===== config.mk =====
export PLATFORM = sky130hd
export DESIGN_NAME = i2s_tx
export DESIGN_NICKNAME = d
export VERILOG_FILES = /design/src/rtl/i2s_tx.sv
export SDC_FILE = /design/constraint.sdc
export NUM_CORES = 1
export LEC_CHECK = 0
export CORE_MARGIN = 2
export CORE_UTILIZATION = 50
export DETAILED_ROUTE_END_ITERATION = 6
export PLACE_DENSITY = 0.84
export SETUP_SLACK_MARGIN = 0.2
export SYNTH_ARGS = -nofsm -noshare
export SYNTH_HDL_FRONTEND = slang
export SYNTH_SLANG_ARGS = --single-unit

===== constraint.sdc =====
create_clock -name i_clk -period 2.43 [get_ports i_clk]
set_input_delay 0.486 -clock i_clk [delete_from_list [all_inputs] [get_ports i_clk]]
set_output_delay 0.486 -clock i_clk [all_outputs]
set_load 0.005 [all_outputs]

===== src/rtl/i2s_tx.sv =====
// I2S transmitter: one-pair holding buffer, BCLK/LRCLK generation and
// MSB-first serial data with the standard one-BCLK delay after LRCLK.
module i2s_tx #(
    parameter int DATA_W   = 16,
    parameter int BCLK_DIV = 4
) (
    input  logic              i_clk,
    input  logic              i_rst,
    input  logic [DATA_W-1:0] i_left,
    input  logic [DATA_W-1:0] i_right,
    input  logic              i_valid,
    output logic              o_ready,
    output logic              o_bclk,
    output logic              o_lrclk,
    output logic              o_sdata,
    output logic              o_underrun
);

    localparam int FRAME = 2 * DATA_W;
    localparam int DIV_W = $clog2(BCLK_DIV);
    localparam int BIT_W = $clog2(FRAME);

    localparam logic [DIV_W-1:0] DIV_LAST = DIV_W'(BCLK_DIV - 1);
    localparam logic [DIV_W-1:0] DIV_HALF = DIV_W'(BCLK_DIV / 2);
    localparam logic [DIV_W-1:0] DIV_ONE  = DIV_W'(1);
    localparam logic [BIT_W-1:0] BIT_LAST = BIT_W'(FRAME - 1);
    localparam logic [BIT_W-1:0] BIT_HALF = BIT_W'(DATA_W);
    localparam logic [BIT_W-1:0] BIT_ONE  = BIT_W'(1);

    logic [DIV_W-1:0]  div_cnt;
    logic [DIV_W-1:0]  div_nxt;
    logic [BIT_W-1:0]  bit_cnt;
    logic [BIT_W-1:0]  bit_nxt;
    logic              tick;
    logic              frame_tick;
    logic              accept;
    logic              hold_full;
    logic [DATA_W-1:0] hold_l;
    logic [DATA_W-1:0] hold_r;
    logic [FRAME-1:0]  shreg;

    always_comb begin
        tick       = (div_cnt == DIV_LAST);
        frame_tick = tick && (bit_cnt == BIT_LAST);
        accept     = i_valid && !hold_full;
        div_nxt    = tick ? '0 : div_cnt + DIV_ONE;
        bit_nxt    = bit_cnt;
        if (tick) begin
            bit_nxt = frame_tick ? '0 : bit_cnt + BIT_ONE;
        end
    end

    assign o_ready = !hold_full;

    // Clocks are registered from the next counter values so they stay
    // aligned with the counters and glitch-free.
    always_ff @(posedge i_clk or posedge i_rst) begin
        if (i_rst) begin
            div_cnt <= '0;
            bit_cnt <= '0;
            o_bclk  <= 1'b0;
            o_lrclk <= 1'b0;
        end else begin
            div_cnt <= div_nxt;
            bit_cnt <= bit_nxt;
            o_bclk  <= (div_nxt >= DIV_HALF);
            o_lrclk <= (bit_nxt >= BIT_HALF);
        end
    end

    always_ff @(posedge i_clk or posedge i_rst) begin
        if (i_rst) begin
            hold_full <= 1'b0;
            hold_l    <= '0;
            hold_r    <= '0;
        end else if (frame_tick && hold_full) begin
            hold_full <= 1'b0;
        end else if (accept) begin
            hold_full <= 1'b1;
            hold_l    <= i_left;
            hold_r    <= i_right;
        end
    end

    // The top bit is emitted before the reload, so the previous frame's
    // right LSB lands in bit slot 0 of the new frame.
    always_ff @(posedge i_clk or posedge i_rst) begin
        if (i_rst) begin
            shreg      <= '0;
            o_sdata    <= 1'b0;
            o_underrun <= 1'b0;
        end else begin
            o_underrun <= frame_tick && !hold_full;
            if (tick) begin
                o_sdata <= shreg[FRAME-1];
                if (frame_tick) begin
                    shreg <= hold_full ? {hold_l, hold_r} : '0;
                end else begin
                    shreg <= {shreg[FRAME-2:0], 1'b0};
                end
            end
        end
    end

endmodule


* After elaboration in Yosys (flattened, before gate mapping)
Cells that the tools add are included.
** Storage, ports and cells
- Register bits :: 76
- Input bits :: 35
- Output and inout port bits :: 5
- Logic and storage cells :: 31
** Cells by class
- Add/sub/neg operators :: 2
- $lt $le $gt $ge :: 2
- Eq/ne operators :: 2
- Mux-type cells :: 7
- Bitwise gates (word level) :: 1
- Reduce and logical (&&, ||, !) cells :: 7
** Operators with widths (count)
- $mux 32 :: 2
- $mux 5 :: 2
- $add 5x1->5 const B :: 1
- $eq 5x5->1 const B :: 1
- $ge 5x5->1 const B :: 1
- $logic_and 1x1->1 :: 4
- $add 2x1->2 const B :: 1
- $eq 2x2->1 const B :: 1
- $ge 2x2->1 const B :: 1
- $mux 1 :: 2
- $mux 2 :: 1
- $reduce_and 2->1 :: 1
- $reduce_bool 2->1 :: 1
- $logic_not 1->1 :: 1
- $not 1->1 :: 1

* Longest topological paths before layout
- Depth in word-level cells :: 5
- Mapped depth :: 7
- Depth with buffers taken out :: 6

* Worst setup path before layout
Ideal clock, no wire load.
- Kind :: flip-flop to flip-flop
- From :: register (tool-made name)
- To :: register shreg[10]
- Setup time :: 82 ps
- Data arrival time :: 1564 ps
- Data required time :: 2348 ps
- Setup slack :: 784 ps
- Stages on the path, launching flop included :: 8
- Path buffers :: 2
- Clock period less this slack :: 1646 ps
- Path through :: dfrtp_1 -> ha_1 -> and3_1 -> ha_1 -> buf_2 -> clkbuf_1 -> nand2b_1 -> a31oi_1
** RTL lines
- end signal, assigned :: RTL line 97 : shreg <= hold_full ? {hold_l, hold_r} : '0;
- end signal, assigned :: RTL line 99 : shreg <= {shreg[FRAME-2:0], 1'b0};
- end, declared :: RTL line 40 : logic [FRAME-1:0] shreg;

==> impl_summary.txt <==
----------------------------------------------------
[Status]
  Outcome ... complete, no violations

[Flow run]
  Max-capacitance violation count ... 0

[Synth]
  Post-synthesis instance total ... 282
  Synth top area cells ... sky130_fd_sc_hd__dfrtp_1, sky130_fd_sc_hd__mux2_4, sky130_fd_sc_hd__a31oi_1
  Average cell area after synthesis ... 11.8 sq um
  Count of state elements after synthesis ... 74
  Number of different library cells in the post-synthesis netlist ... 26
  Most common flop cell mapped by yosys ... sky130_fd_sc_hd__dfrtp_1
  Synthesis Warnings ... 0
  Count of flip-flops with a built-in enable after synthesis ... 0
  Mapped Area ... 3320 sq um
  Synthesized netlist net count ... 320
  Asr flop ratio synth ... 100%
  Fraction of synthesized cell area taken by the top area cell type ... 55.8%
  Register area share after synthesis ... 55.8%
  Top cell type by total area after synthesis ... sky130_fd_sc_hd__dfrtp_1

[Global route]
  GR Util All Layers ... 17.9%
  Number of global-route vias before repair ... 2120
  First-pass GRT wire length ... 10200 microns
  Remaining global-route overflow ... 0
  Number of antenna violations at the first check in global routing ... 0
  Pin count of the biggest net entering global routing ... 75

[STA]
  Transition at the pin with the smallest max-transition slack ... 0.516 ns
  Unrepaired setup endpoints after global routing ... no
  Slew Viols, Final ... 0
  Achievable clock frequency ... 513 MHz
  Worst clock skew ... 0.00877 ns
  Period minus WS final ... 1.95 ns
  Tcrit/Tclk final ... 80.2%
  Number of endpoints with negative hold slack in the final report ... 0
  Total negative setup slack ... 0 ns
  Setup violation total in the final timing report ... 0
  Worst slew margin relative to its limit ... 65.6%

[Critical path]
  Sort of element at the end of the critical path ... flop
  RR Endpoint ... shreg[15]
  Delay-heaviest family, CP ... adder cells
  Setup slack, reg-to-reg ... 0.48 ns
  CP max-delay cell ... sky130_fd_sc_hd__ha_2
  CP peak stage delay ... 0.49 ns
  Data arrival time at the worst-slack endpoint ... 2.21 ns
  List of cells traversed by the critical path ... ha_1 > and3_1 > ha_2 > buf_12 > nand3_1 > a31oi_1
  Crit path buffers/inverters ... 1
  Start-to-end type of the worst setup path ... flop to flop
  WP data required ... 2.69 ns
  Kind of start point of the critical path ... flop
  Number of cells traversed by the worst register-to-register path ... 6
  Worst Path Max Fanout ... 39

[Cells and area]
  Core Util, Final ... 61.9%
  Leading cell types in the layout, fill and taps excluded ... sky130_fd_sc_hd__dfrtp_1, sky130_fd_sc_hd__clkdlybuf4s50_1, sky130_fd_sc_hd__nor2_1, sky130_fd_sc_hd__nand3_1
  Design Area, Final ... 3950 sq um
  Synth-to-Final Area Change ... 19.0%
  Antenna cells ... 0
  Fraction of layout cells with a size suffix above 1 ... 18.1%
  Final layout net count ... 353
  Most common cell after layout, fill and taps aside ... sky130_fd_sc_hd__dfrtp_1

[Floorplanning]
  Top-level I/O count ... 40
  Core area ... 6390 sq um
  Initial cell density of the core ... 52.0%
  Chip Height ... 85.5 microns
  Width of the chip ... 85.5 microns
  Num rows ... 29
  Die Footprint ... 7310 sq um

[Detailed routing]
  Routed wirelength normalized by instance count ... 14.8 microns
  Total DRC errors in the routed layout ... 0
  Iter 0 DRT Violations ... 165
  Remaining number of nets flagged by the antenna check after routing ... 0
  Per-cell via count in the routed design ... 5.39
  Number of vias in the routed layout ... 2140
  First-pass iteration count of the detailed router ... 4
  Sum of routed wire length over all layers ... 5870 microns

[Min path]
  Cell depth of the worst hold path ... 1
  Kind of path behind the tightest hold check ... flop to flop
  Worst Hold Launch ... div_cnt[0]
  Endpoint, Worst Hold ... div_cnt[0]

[Place]
  Placed cell area ... 3760 sq um
  GP Congestion ... 0.707
  DPL Wire Length ... 3650 microns
  Number of port buffers ... 39

[Clock tree]
  Post CTS Setup Buffer Count ... 0
  H-tree lvl count ... 3
  Total CTS buffers ... 9
  Clock tree from TritonCTS ... done
  Clock-pin slew of the registers on the worst-case setup and hold paths ... 0.08 ns
  Buffer cell driving the clock tree root ... sky130_fd_sc_hd__clkbuf_8
  # resized after CTS ... 0
  Source-to-sink clock delay at the later pin of the worst-skew pair ... 0.35 ns
  # hold bufs at CTS ... 0
  Number of clock sinks ... 74
  Number of buffers on the longest clock path ... 2

[Power]
  Pwr dens ... 741 nW/um^2
  Static power due to leakage ... 1.66 nW
  Maximum vdd ir drop ... 0.508 mV
  Sum of internal, switching and leakage power ... 0.00293 W

----------------------------------------------------
==> cell usage after synthesis (4+ instances only) <==
master and instances:
sky130_fd_sc_hd__a31oi_1 30, sky130_fd_sc_hd__buf_2 9, sky130_fd_sc_hd__clkbuf_1 7, sky130_fd_sc_hd__dfrtp_1 74, sky130_fd_sc_hd__inv_1 4, sky130_fd_sc_hd__mux2_4 29, sky130_fd_sc_hd__nand2_1 4, sky130_fd_sc_hd__nand2b_1 30
sky130_fd_sc_hd__nand3_1 31, sky130_fd_sc_hd__nor2_1 33
==> sequential cells by signal, summed over array words and instances, names as in the netlist, named ones only <==
name	cells
hold_full	1
hold_l	16
o_underrun	1
hold_r	16
div_cnt	2
shreg	32
o_sdata	1
==> worst max path at each step <==
stage,end,slack [ns],cells past startpoint
detailed placement,shreg[16],0.53,6
global placement,shreg[15],0.56,6
CTS,shreg[15],0.49,6
global route,shreg[15],0.31,6
finish,shreg[15],0.48,6
floorplan,shreg[10],0.78,7
==> metrics by stage <==
step / hold slack, ns / setup slack (ns) / cells
6_report: 0.435 / 0.481 / 397
5_1_grt: 0.457 / 0.314 / 397
4_1_cts: 0.441 / 0.488 / 397
3_5_place_dp: 0.430 / 0.531 / 381
3_3_place_gp: 0.421 / 0.560 / 381
2_1_floorplan: 0.401 / 0.784 / 282
==> cell type report <==
cell class	count	area, sq um
fill	509	2430
sequential	74	1850
multi-input combinational	181	1320
timing repair buffer	45	473
clock buffer	9	124
tap	77	96.3
clock inverter	7	70.1
inverter	4	18.8
==> kinds of logic (layout without fill, tap and decap cells) <==
group / Yosys count / in the layout / synth area share, %
adders and majority gates: 3 / 3 / 1.13
DFF: 74 / 74 / 55.8
AOI/OAI and AO/OA: 38 / 38 / 7.16
muxes: 35 / 35 / 15.1
and+or+nand+nor: 105 / 105 / 15.9
buffers and inverters: 27 / 65 / 4.86
==> metal layers <==
| layer | vias up | routed length [microns] | GRT usage (%) |
|---|---|---|---|
| li1 | 1037 | - | - |
| met1 | 1047 | 2830 | 24.4 |
| met2 | 50 | 2700 | 26.6 |
| met3 | 6 | 259 | 6.83 |
| met4 | 0 | 76 | 5.63 |
| met5 | - | 0 | 0 |
==> report_power, final <==
group	internal, W	switching [W]
combinational	0.000318	0.000116
clock	0.000472	0.000459
sequential	0.00144	0.000125
total	0.00223	0.000699
(Power assumes the default switching activity.)
